===== src/rtl/rot_enc_mux_ctrl_pkg.sv =====
// Shared types and gray-code step classification for the multiplexed encoder controller.
package rot_enc_pkg;

    localparam int FC_W = 4;

    typedef enum logic [1:0] {STEP_NONE, STEP_FWD, STEP_REV, STEP_ERR} step_t;
    typedef enum logic [1:0] {INIT, PRIME, SCAN} fsm_t;

    // Position of {B,A} in the forward sequence 00 -> 01 -> 11 -> 10.
    function automatic logic [1:0] gray_pos(input logic [1:0] ab);
        case (ab)
            2'b00:   return 2'd0;
            2'b01:   return 2'd1;
            2'b11:   return 2'd2;
            default: return 2'd3;
        endcase
    endfunction

    function automatic step_t gray_step(input logic [1:0] old_ab, input logic [1:0] new_ab);
        logic [1:0] d;
        d = gray_pos(new_ab) - gray_pos(old_ab);
        case (d)
            2'd0:    return STEP_NONE;
            2'd1:    return STEP_FWD;
            2'd3:    return STEP_REV;
            default: return STEP_ERR;
        endcase
    endfunction

endpackage


===== src/rtl/rot_enc_mux_ctrl_if.sv =====
// Host read/clear port of the encoder controller.
interface rot_enc_mux_ctrl_if #(
    parameter int N_CH  = 8,
    parameter int CNT_W = 32
);
    localparam int CH_W = $clog2(N_CH);

    logic             ready;
    logic             rd_req;
    logic [CH_W-1:0]  rd_ch;
    logic             rd_valid;
    logic [CNT_W-1:0] rd_count;
    logic             rd_error;
    logic             clr_req;
    logic [CH_W-1:0]  clr_ch;

    modport master (
        input  ready, rd_valid, rd_count, rd_error,
        output rd_req, rd_ch, clr_req, clr_ch
    );

    modport slave (
        output ready, rd_valid, rd_count, rd_error,
        input  rd_req, rd_ch, clr_req, clr_ch
    );

endinterface


===== src/rtl/rot_enc_mux_ctrl_step.sv =====
// Combinational glitch filter and gray-step decoder for the channel being visited.
module rot_enc_step
    import rot_enc_pkg::*;
#(
    parameter int FLT_LEN = 4,
    parameter int CNT_W   = 32
) (
    input  logic [1:0]       i_sample,
    input  logic [1:0]       i_stable,
    input  logic [1:0]       i_cand,
    input  logic [FC_W-1:0]  i_fcnt,
    input  logic [CNT_W-1:0] i_count,
    input  logic             i_err,
    output logic [1:0]       o_stable,
    output logic [1:0]       o_cand,
    output logic [FC_W-1:0]  o_fcnt,
    output logic [CNT_W-1:0] o_count,
    output logic             o_err
);

    logic [FC_W-1:0] w_fnext;

    always_comb begin
        o_stable = i_stable;
        o_cand   = i_cand;
        o_fcnt   = i_fcnt;
        o_count  = i_count;
        o_err    = i_err;
        w_fnext  = '0;
        if (i_sample == i_stable) begin
            o_fcnt = '0;
        end else begin
            w_fnext = (i_sample == i_cand) ? i_fcnt + FC_W'(1) : '0;
            o_cand  = i_sample;
            // A fresh candidate starts at 0, so FLT_LEN=1 accepts immediately.
            if (w_fnext == FC_W'(FLT_LEN - 1)) begin
                o_stable = i_sample;
                o_fcnt   = '0;
                case (gray_step(i_stable, i_sample))
                    STEP_FWD: o_count = i_count + CNT_W'(1);
                    STEP_REV: o_count = i_count - CNT_W'(1);
                    STEP_ERR: o_err   = 1'b1;
                    default:  ;
                endcase
            end else begin
                o_fcnt = w_fnext;
            end
        end
    end

endmodule


===== src/rtl/rot_enc_mux_ctrl.sv =====
// Round-robin quadrature decoder: one shared filter/decode step visits one channel per clock.
// INIT  | zero state of visited channel ; PRIME | load stable from inputs ; SCAN | filter/decode
module rot_enc_mux_ctrl
    import rot_enc_pkg::*;
#(
    parameter int N_CH    = 8,
    parameter int FLT_LEN = 4,
    parameter int CNT_W   = 32
) (
    input  logic            clock,
    input  logic            aclr_n,
    input  logic [N_CH-1:0] enc_a,
    input  logic [N_CH-1:0] enc_b,
    rot_enc_mux_ctrl_if.slave host
);

    localparam int CH_W = $clog2(N_CH);

    logic [N_CH-1:0]  r_a_m, r_a_s, r_b_m, r_b_s;
    logic [CH_W-1:0]  r_ch_idx;
    fsm_t             r_state, w_state_nxt;
    logic             r_ready;

    logic [1:0]       r_stable [N_CH];
    logic [1:0]       r_cand   [N_CH];
    logic [FC_W-1:0]  r_fcnt   [N_CH];
    logic [CNT_W-1:0] r_count  [N_CH];
    logic             r_err    [N_CH];

    logic             r_rd_pend;
    logic [CH_W-1:0]  r_rd_ch;
    logic             r_rd_valid;
    logic [CNT_W-1:0] r_rd_count;
    logic             r_rd_error;

    logic             w_last;
    logic [1:0]       w_sample;
    logic [1:0]       w_stable_nxt, w_cand_nxt;
    logic [FC_W-1:0]  w_fcnt_nxt;
    logic [CNT_W-1:0] w_count_nxt;
    logic             w_err_nxt;
    logic             w_clr_ok;
    logic             w_rd_ok;

    assign w_last   = (r_ch_idx == CH_W'(N_CH - 1));
    assign w_sample = {r_b_s[r_ch_idx], r_a_s[r_ch_idx]};
    assign w_clr_ok = host.clr_req && (r_state == SCAN) && (int'(host.clr_ch) < N_CH);
    assign w_rd_ok  = r_rd_pend && r_ready && (int'(r_rd_ch) < N_CH);

    always_ff @(posedge clock or negedge aclr_n) begin
        if (!aclr_n) begin
            r_a_m    <= '0;
            r_a_s    <= '0;
            r_b_m    <= '0;
            r_b_s    <= '0;
            r_ch_idx <= '0;
            r_ready  <= 1'b0;
        end else begin
            r_a_m    <= enc_a;
            r_a_s    <= r_a_m;
            r_b_m    <= enc_b;
            r_b_s    <= r_b_m;
            r_ch_idx <= w_last ? '0 : r_ch_idx + CH_W'(1);
            r_ready  <= (w_state_nxt == SCAN);
        end
    end

    always_ff @(posedge clock or negedge aclr_n) begin
        if (!aclr_n) r_state <= INIT;
        else         r_state <= w_state_nxt;
    end

    always_comb begin
        w_state_nxt = r_state;
        case (r_state)
            INIT:    if (w_last) w_state_nxt = PRIME;
            PRIME:   if (w_last) w_state_nxt = SCAN;
            SCAN:    w_state_nxt = SCAN;
            default: w_state_nxt = INIT;
        endcase
    end

    rot_enc_step #(
        .FLT_LEN (FLT_LEN),
        .CNT_W   (CNT_W)
    ) u_step (
        .i_sample (w_sample),
        .i_stable (r_stable[r_ch_idx]),
        .i_cand   (r_cand[r_ch_idx]),
        .i_fcnt   (r_fcnt[r_ch_idx]),
        .i_count  (r_count[r_ch_idx]),
        .i_err    (r_err[r_ch_idx]),
        .o_stable (w_stable_nxt),
        .o_cand   (w_cand_nxt),
        .o_fcnt   (w_fcnt_nxt),
        .o_count  (w_count_nxt),
        .o_err    (w_err_nxt)
    );

    always_ff @(posedge clock or negedge aclr_n) begin
        if (!aclr_n) begin
            for (int i = 0; i < N_CH; i++) begin
                r_stable[i] <= '0;
                r_cand[i]   <= '0;
                r_fcnt[i]   <= '0;
                r_count[i]  <= '0;
                r_err[i]    <= 1'b0;
            end
        end else begin
            case (r_state)
                INIT: begin
                    r_stable[r_ch_idx] <= '0;
                    r_cand[r_ch_idx]   <= '0;
                    r_fcnt[r_ch_idx]   <= '0;
                    r_count[r_ch_idx]  <= '0;
                    r_err[r_ch_idx]    <= 1'b0;
                end
                PRIME: begin
                    r_stable[r_ch_idx] <= w_sample;
                    r_cand[r_ch_idx]   <= w_sample;
                    r_fcnt[r_ch_idx]   <= '0;
                end
                SCAN: begin
                    r_stable[r_ch_idx] <= w_stable_nxt;
                    r_cand[r_ch_idx]   <= w_cand_nxt;
                    r_fcnt[r_ch_idx]   <= w_fcnt_nxt;
                    r_count[r_ch_idx]  <= w_count_nxt;
                    r_err[r_ch_idx]    <= w_err_nxt;
                end
                default: ;
            endcase
            // Placed last so a clear overrides a same-cycle step on that channel.
            if (w_clr_ok) begin
                r_count[host.clr_ch] <= '0;
                r_err[host.clr_ch]   <= 1'b0;
            end
        end
    end

    always_ff @(posedge clock or negedge aclr_n) begin
        if (!aclr_n) begin
            r_rd_pend  <= 1'b0;
            r_rd_ch    <= '0;
            r_rd_valid <= 1'b0;
            r_rd_count <= '0;
            r_rd_error <= 1'b0;
        end else begin
            r_rd_pend  <= host.rd_req;
            r_rd_ch    <= host.rd_ch;
            r_rd_valid <= r_rd_pend;
            if (w_rd_ok) begin
                r_rd_count <= r_count[r_rd_ch];
                r_rd_error <= r_err[r_rd_ch];
            end else begin
                r_rd_count <= '0;
                r_rd_error <= 1'b0;
            end
        end
    end

    assign host.ready    = r_ready;
    assign host.rd_valid = r_rd_valid;
    assign host.rd_count = r_rd_count;
    assign host.rd_error = r_rd_error;

endmodule


===== src/flat_wrapper.sv =====
// flat-port wrapper written by rule: the top's interface ports become plain ports
module rot_enc_mux_ctrl_flat import rot_enc_pkg::*;
#(
    parameter int N_CH    = 8,
    parameter int FLT_LEN = 4,
    parameter int CNT_W   = 32
)
  (clock, aclr_n, enc_a, enc_b, host_ready, host_rd_valid, host_rd_count, host_rd_error, host_rd_req, host_rd_ch, host_clr_req, host_clr_ch);
  rot_enc_mux_ctrl_if #(.N_CH(N_CH), .CNT_W(CNT_W)) host_i ();
  input  logic clock;
  input  logic aclr_n;
  input  logic [N_CH-1:0] enc_a;
  input  logic [N_CH-1:0] enc_b;
  output wire logic [$bits(host_i.ready)-1:0] host_ready;
  output wire logic [$bits(host_i.rd_valid)-1:0] host_rd_valid;
  output wire logic [$bits(host_i.rd_count)-1:0] host_rd_count;
  output wire logic [$bits(host_i.rd_error)-1:0] host_rd_error;
  input wire logic [$bits(host_i.rd_req)-1:0] host_rd_req;
  input wire logic [$bits(host_i.rd_ch)-1:0] host_rd_ch;
  input wire logic [$bits(host_i.clr_req)-1:0] host_clr_req;
  input wire logic [$bits(host_i.clr_ch)-1:0] host_clr_ch;
  assign host_ready = host_i.ready;
  assign host_rd_valid = host_i.rd_valid;
  assign host_rd_count = host_i.rd_count;
  assign host_rd_error = host_i.rd_error;
  assign host_i.rd_req = host_rd_req;
  assign host_i.rd_ch = host_rd_ch;
  assign host_i.clr_req = host_clr_req;
  assign host_i.clr_ch = host_clr_ch;
  rot_enc_mux_ctrl #(.N_CH(N_CH), .FLT_LEN(FLT_LEN), .CNT_W(CNT_W)) u_core (.clock(clock), .aclr_n(aclr_n), .enc_a(enc_a), .enc_b(enc_b), .host(host_i));
endmodule

===== config.mk =====
export PLATFORM = sky130hd
export DESIGN_NAME = rot_enc_mux_ctrl_flat
export DESIGN_NICKNAME = d
export VERILOG_FILES = /design/src/rtl/rot_enc_mux_ctrl_pkg.sv /design/src/rtl/rot_enc_mux_ctrl_if.sv /design/src/rtl/rot_enc_mux_ctrl_step.sv /design/src/rtl/rot_enc_mux_ctrl.sv /design/src/flat_wrapper.sv
export SDC_FILE = /design/constraint.sdc
export NUM_CORES = 1
export LEC_CHECK = 0
export ABC_AREA = 1
export ABC_CLOCK_PERIOD_IN_PS = 5790
export CELL_PAD_IN_SITES_DETAIL_PLACEMENT = 0
export CELL_PAD_IN_SITES_GLOBAL_PLACEMENT = 1
export CORE_MARGIN = 5
export CORE_UTILIZATION = 25
export DETAILED_ROUTE_END_ITERATION = 12
export MAX_ROUTING_LAYER = met4
export PLACE_DENSITY_LB_ADDON = 0.1
export REMOVE_ABC_BUFFERS = 1
export SYNTH_ARGS = -nofsm -noshare
export SYNTH_HDL_FRONTEND = slang
export SYNTH_SLANG_ARGS = --single-unit

===== constraint.sdc =====
create_clock -name clock -period 5.79 [get_ports clock]
set_clock_uncertainty 0.1 [all_clocks]
set_input_delay 1.158 -clock clock [delete_from_list [all_inputs] [get_ports clock]]
set_output_delay 1.158 -clock clock [all_outputs]
set_load 0.02 [all_outputs]

==> impl_metrics.ini, run 1 <==
[worst_setup_path]
worst-path-max-fanout = 12
cp-start-kind = register
path_class = register to register
crit_top_cell = nand2_1
cp.arrival_ns = 5.72
worstPathRequired_ns = 6.26
r2r_slack_ns = 0.54
cp-end-kind = register
cpPeakStageDelay_ns = 0.57
worst_path_max_delay_cell = dfrtp_4

[global_route]
antenna_found_initial = 0
grt_pass1_vias = 24407
grt_pass1_wl_um = 177000
grt_max_degree = 103
grt_use_total_pct = 23.7
grt_overflow = 0

[clock_tree]
cts_tree = built
clk_pin_slew_ns = 0.06
clk_latency_ns = 0.68
cts_resized = 0
ctsHoldBuffers = 0
clk_path_buf_depth = 3
htree_levels = 2
cts_made_buffers = 54
cts_sinks = 404
post_cts_buffers = 0
cts_root_buf = clkbuf_16

[run]
cap_viol_max_count = 0

[synth]
synth_xor_xnor_area_share_pct = 0.725
synth.avg_cell_area_um2 = 7.13
synth-simple-area-share_pct = 26.1
synth_top_area_share_pct = 41.8
async_flop_share_pct = 100
synth_compound_area_share_pct = 21.7
synth_edf_count = 0
postSynthCellCount = 3389
synth_seq_cells = 404
synth-seq-area-share_pct = 41.8
netlist_top_cells_area = dfrtp_1, nand2_1, a21oi_1
synth_area_leader_cell = dfrtp_1
yosysWarnings = 0
synth_area_um2 = 24200
synth_ff_type = dfrtp_1
synth.area.mux_share_pct = 0
ys_types = 55
synth_fa_ha_area_share_pct = 2.10
synth_top_family_by_area = simple AND/OR/NAND/NOR gates

[detailed_routing]
viasPerCell = 5.28
drt_first_pass_iters = 6
drt_iter0_markers = 2277
wl_um = 122000
drc = 0
drtAntennaViolNets = 0
wl_per_cell_um = 25.8
routed-via-count = 24870

[layout]
seqCellArea_um2 = 10100
area_growth_pct = 16.5
num_antenna_cells = 0
num-fill-cells = 10476
final_cell_mix = nand2_1, a21oi_1, dfrtp_1
layout-drive-gt1-share_pct = 8.63
final_area_um2 = 28200
final_common_cell = nand2_1
multiInputGateArea_um2 = 12400
nets = 3454

[sta]
period_share_pct = 90.7
relSlewSlack_pct = 24.5
layout_min_cycle_time_ns = 5.25
fmax_mhz = 190
slew_violations = 0
hold_slack_ns = 0.243
setup_viol = 0
finalWorstSetupSlack_ns = 0.540
finalHoldViolations = 0
tightest_slew_ns = 1.13
rsz0062_at_grt = false

[floorplanning]
fp.dieW_um = 321
start_util_pct = 25.1
die-area_um2 = 103000
core_area_um2 = 96300
num_rows = 114
die_h_um = 321
ios = 61

[place]
io_buffer_count = 60
placed_area_um2 = 26300
gp_routability_congestion = 0.921
post-place-ws_ns = 0.407
place.detailed.hpwl_um = 75000

[pwr]
power_density_nw_per_um2 = 290
p_leak_uw = 0.0126
max-vdd-ir-drop_uv = 207

[outcome]
outcome = completed

[worst_hold_path]
hp-class = register to register
[Yosys cell counts, drive strengths merged (3+ instances only)]
| library cell | number |
|---|---|
| a21oi | 425 |
| a221oi | 4 |
| a311oi | 11 |
| a31oi | 29 |
| and2 | 4 |
| buf | 47 |
| clkbuf | 156 |
| clkinv | 4 |
| dfrtp | 404 |
| ha | 39 |
| inv | 253 |
| nand2 | 910 |
| nand3 | 217 |
| nand3b | 5 |
| nand4 | 29 |
| nor2 | 300 |
| nor3 | 20 |
| nor4 | 4 |
| o211a | 3 |
| o211ai | 32 |
| o21ai | 324 |
| o21bai | 3 |
| o221ai | 5 |
| o22ai | 107 |
| o31ai | 5 |
| or2 | 11 |
| xnor2 | 11 |
| xor2 | 9 |
[state kept, by name, summed over array words and instances (netlist names), 3 cells and up]
signal	cells
u_core.r_cand	16
u_core.r_a_s	8
u_core.host.rd_count	32
u_core.r_ch_idx	3
u_core.r_a_m	8
u_core.r_b_s	8
u_core.r_count	256
u_core.r_b_m	8
u_core.r_fcnt	32
u_core.r_err	8
u_core.r_stable	16
u_core.r_rd_ch	3
[cell families (layout without fill, tap and decap cells)]
kind of cell / count (synthesis) / in the layout
fa+ha+maj: 40 / 40
compound gates: 960 / 960
buf+inv: 460 / 502
xor+xnor: 20 / 20
flops: 404 / 404
simple gates: 1505 / 1505
[routing by layer]
metal  global-route usage [%]  wire length, um
met5                        -                0
met4                     7.88             4330
met3                     2.85             6570
met2                     37.9            56700
met1                     31.5            54000
[stage by stage]
| stage | power [uW] | setup TNS (ns) | std cells | util [%] |
|---|---|---|---|---|
| after floorplan | 4090 | -215.35 | 3186 | - |
| after global placement | 4730 | 0 | 4608 | 27.3 |
| after detailed placement | 4720 | 0 | 4608 | 27.3 |
| after CTS | 8260 | 0 | 4707 | 29.2 |
| after global routing | 8560 | 0 | 4707 | 29.2 |
| final | 8170 | 0 | 4707 | 29.2 |
[worst max-delay path: cells and delay by family (launching register included)]
family,cells,cell delay (ns)
AOI/OAI and AO/OA,6,1.16
xor gates and xnor gates,1,0.24
adders and majority gates,3,0.86
buffers and inverters,7,0.87
DFF,1,0.57
and+or+nand+nor,12,1.32
[area by class of cell]
cell class              instances  share of cell area, %
clock buffers                  85                   5.93
repair buffers                146                   4.53
flip-flops and latches        404                   36.0
inverters                     257                   3.46
multi-input cells            2525                   44.0
clock inverters                14                  0.493
well taps                    1276                   5.67
[path summary, 6_finish.rpt]
path / from / endpoint / cells past startpoint
max in group asynchronous: aclr_n / u_core.r_ch_idx[0] / 2
worst max-delay path: u_core.r_ch_idx[0] / u_core.r_count[255] / 29
worst max register to register: u_core.r_ch_idx[0] / u_core.r_count[255] / 29
min in group asynchronous: aclr_n / u_core.r_a_s[7] / 1
worst min register to register: u_core.r_a_m[7] / u_core.r_a_s[7] / 0
worst min-delay path: u_core.r_a_m[7] / u_core.r_a_s[7] / 0
[where the power goes]
| part | internal (uW) | switching [uW] | total (uW) |
|---|---|---|---|
| Clock | 2060 | 1440 | 3490 |
| Combinational | 474 | 1060 | 1530 |
| Sequential | 3010 | 138 | 3150 |
Note: power is estimated with default switching activity, not from simulation.
==> run 2, diff against run 1 <==
--- a/config.mk
+++ b/config.mk
@@ -6,14 +6,11 @@
 export NUM_CORES = 1
 export LEC_CHECK = 0
 export ABC_AREA = 1
-export ABC_CLOCK_PERIOD_IN_PS = 5790
-export CELL_PAD_IN_SITES_DETAIL_PLACEMENT = 0
-export CELL_PAD_IN_SITES_GLOBAL_PLACEMENT = 1
+export ABC_CLOCK_PERIOD_IN_PS = 6650
 export CORE_MARGIN = 5
-export CORE_UTILIZATION = 25
+export CORE_UTILIZATION = 30
 export DETAILED_ROUTE_END_ITERATION = 12
 export MAX_ROUTING_LAYER = met4
-export PLACE_DENSITY_LB_ADDON = 0.1
 export REMOVE_ABC_BUFFERS = 1
 export SYNTH_ARGS = -nofsm -noshare
 export SYNTH_HDL_FRONTEND = slang
==> constraint.sdc (replaced) <==
create_clock -name clock -period 6.65 [get_ports clock]
set_clock_uncertainty 0.1 [all_clocks]
set_input_delay 1.33 -clock clock [delete_from_list [all_inputs] [get_ports clock]]
set_output_delay 1.33 -clock clock [all_outputs]
set_load 0.02 [all_outputs]
==> impl_metrics.ini, run 2 (synthesis results as in run 1) <==
[detailed_routing]
viasPerCell = 5.59
drt_iter0_markers = 3011
drc = 0
routed-via-count = 24941
wl_per_cell_um = 22.0
wl_um = 98300
drt_first_pass_iters = 6
drtAntennaViolNets = 0

[worst_setup_path]
r2r_slack_ns = 0.75
setup.worst_path.start = u_core.r_ch_idx[0]
cp-start-kind = register
worstPathRequired_ns = 7.06
rr_worst_depth = 27
regToRegEndpoint = u_core.r_count[41]
worstReg2RegStart = u_core.r_ch_idx[0]
path_class = register to register
worst-path-max-fanout = 23
cp-end-kind = register
cp.arrival_ns = 6.31

[floorplanning]
num_rows = 104
core_area_um2 = 80200
ios = 61
die-area_um2 = 86300
fp.dieW_um = 294
start_util_pct = 30.2
die_h_um = 294

[sta]
fmax_mhz = 170
tightest_slew_ns = 1.21
period_share_pct = 88.7
hold_slack_ns = 0.245
relSlewSlack_pct = 18.9
finalWorstSetupSlack_ns = 0.750
finalHoldViolations = 0
setup_viol = 0
slew_violations = 0
rsz0062_at_grt = false
layout_min_cycle_time_ns = 5.90

[layout]
num-fill-cells = 8698
final_cell_mix = nand2_1, a21oi_1, dfrtp_1
final_common_cell = nand2_1
nets = 3432
largest_register_ffs = 256
layout-drive-gt1-share_pct = 7.64
top_register = u_core.r_count
area_growth_pct = 13.8
fin_cells = 4463

[global_route]
grt_overflow = 0
grt_pass1_vias = 23465
grt_use_total_pct = 22.7
grt_pass1_wl_um = 148000
grt_max_degree = 128
antenna_found_initial = 2

[place]
io_buffer_count = 60
place_inst = 4377
place.detailed.hpwl_um = 59700
post-place-ws_ns = 0.867
gp_routability_congestion = 1.06

[clock_tree]
htree_levels = 2
cts_resized = 0
cts_made_buffers = 47
post_cts_buffers = 0
clk_path_buf_depth = 3
cts_tree = built
clk_pin_slew_ns = 0.06
cts_sinks = 404
ctsHoldBuffers = 0
clk_latency_ns = 0.61
cts_root_buf = clkbuf_16

[pwr]
max-vdd-ir-drop_uv = 164
power_density_nw_per_um2 = 243
p_leak_uw = 0.0124

[worst_hold_path]
holdPathEnd = u_core.r_b_s[2]
hp-class = register to register
min_from = u_core.r_b_m[2]
holdPathStages = 0

[run]
cap_viol_max_count = 0

[outcome]
outcome = completed
[run 2: changes by cell type in the layout (fill, tap and decap cells not counted), sizes merged]
cell	change
diode	+1
clkinv	-1
clkbuf	-18
bufinv	+2
clkinvlp	+3
buf	-15
[run 2: worst max path at each step]
stage               slack (ns)                  end  cells after the start
global placement          0.93   u_core.r_count[89]                     30
CTS                       0.79   u_core.r_count[41]                     27
global route              0.25  u_core.r_count[249]                     32
detailed placement        0.87   u_core.r_count[89]                     30
floorplan                -0.35  u_core.r_count[217]                     25
finish                    0.75   u_core.r_count[41]                     27
[run 2: layer usage]
layer  GRT usage [%]  share of wire (%)  up-vias
met5               -                  0        -
met4            8.32                4.5        0
met3            4.07                9.1      301
met2            34.9                 45     1334
met1            30.0                 41    11991
li1                -                  -    11315
[run 2: critical path: stages (launching register included)]
cell and delay (ns):
dfrtp_2 0.42, inv_4 0.30, nand2_2 0.23, inv_2 0.27
nand2_1 0.12, nand4_2 0.13, inv_2 0.07, ha_1 0.28
ha_1 0.19, xnor2_1 0.26, inv_1 0.09, o21ai_2 0.08
nand2_4 0.17, nand2_4 0.23, inv_1 0.30, ha_1 0.49
inv_1 0.08, nor3_1 0.25, inv_1 0.07, o21bai_1 0.34
nand3_1 0.12, nand2_1 0.16, nand2_1 0.07, nand2_1 0.18
xnor2_1 0.12, o21ai_2 0.38, nand2_1 0.11, a21oi_1 0.14
[run 2: cell type report]
| type | count | area (um^2) | share of cell area [%] |
|---|---|---|---|
| Clock buffer | 67 | 1340 | 4.88 |
| Sequential cell | 404 | 10100 | 36.8 |
| Multi-Input combinational cell | 2525 | 12300 | 44.9 |
| Antenna cell | 1 | 2.50 | 0.00910 |
| Timing Repair Buffer | 131 | 1180 | 4.28 |
| Inverter | 257 | 971 | 3.53 |
| Clock inverter | 18 | 220 | 0.801 |
| Tap cell | 1060 | 1330 | 4.82 |
[run 2: where the power goes]
part	switching [uW]	total, uW	internal [uW]
logic	850	1250	403
clock network	1120	2690	1560
registers	118	2740	2620
[run 2: metrics by stage]
| step | utilization (%) | power (uW) | area (um^2) | setup TNS (ns) |
|---|---|---|---|---|
| finish | 34.3 | 6680 | 27500 | 0 |
| global route | 34.3 | 6970 | 27500 | 0 |
| CTS | 34.3 | 6700 | 27500 | 0 |
| detailed placement | 32.4 | 4010 | 25900 | 0 |
| global placement | 32.4 | 4010 | 25900 | 0 |
| floorplan | - | 3560 | 23300 | -25.15 |
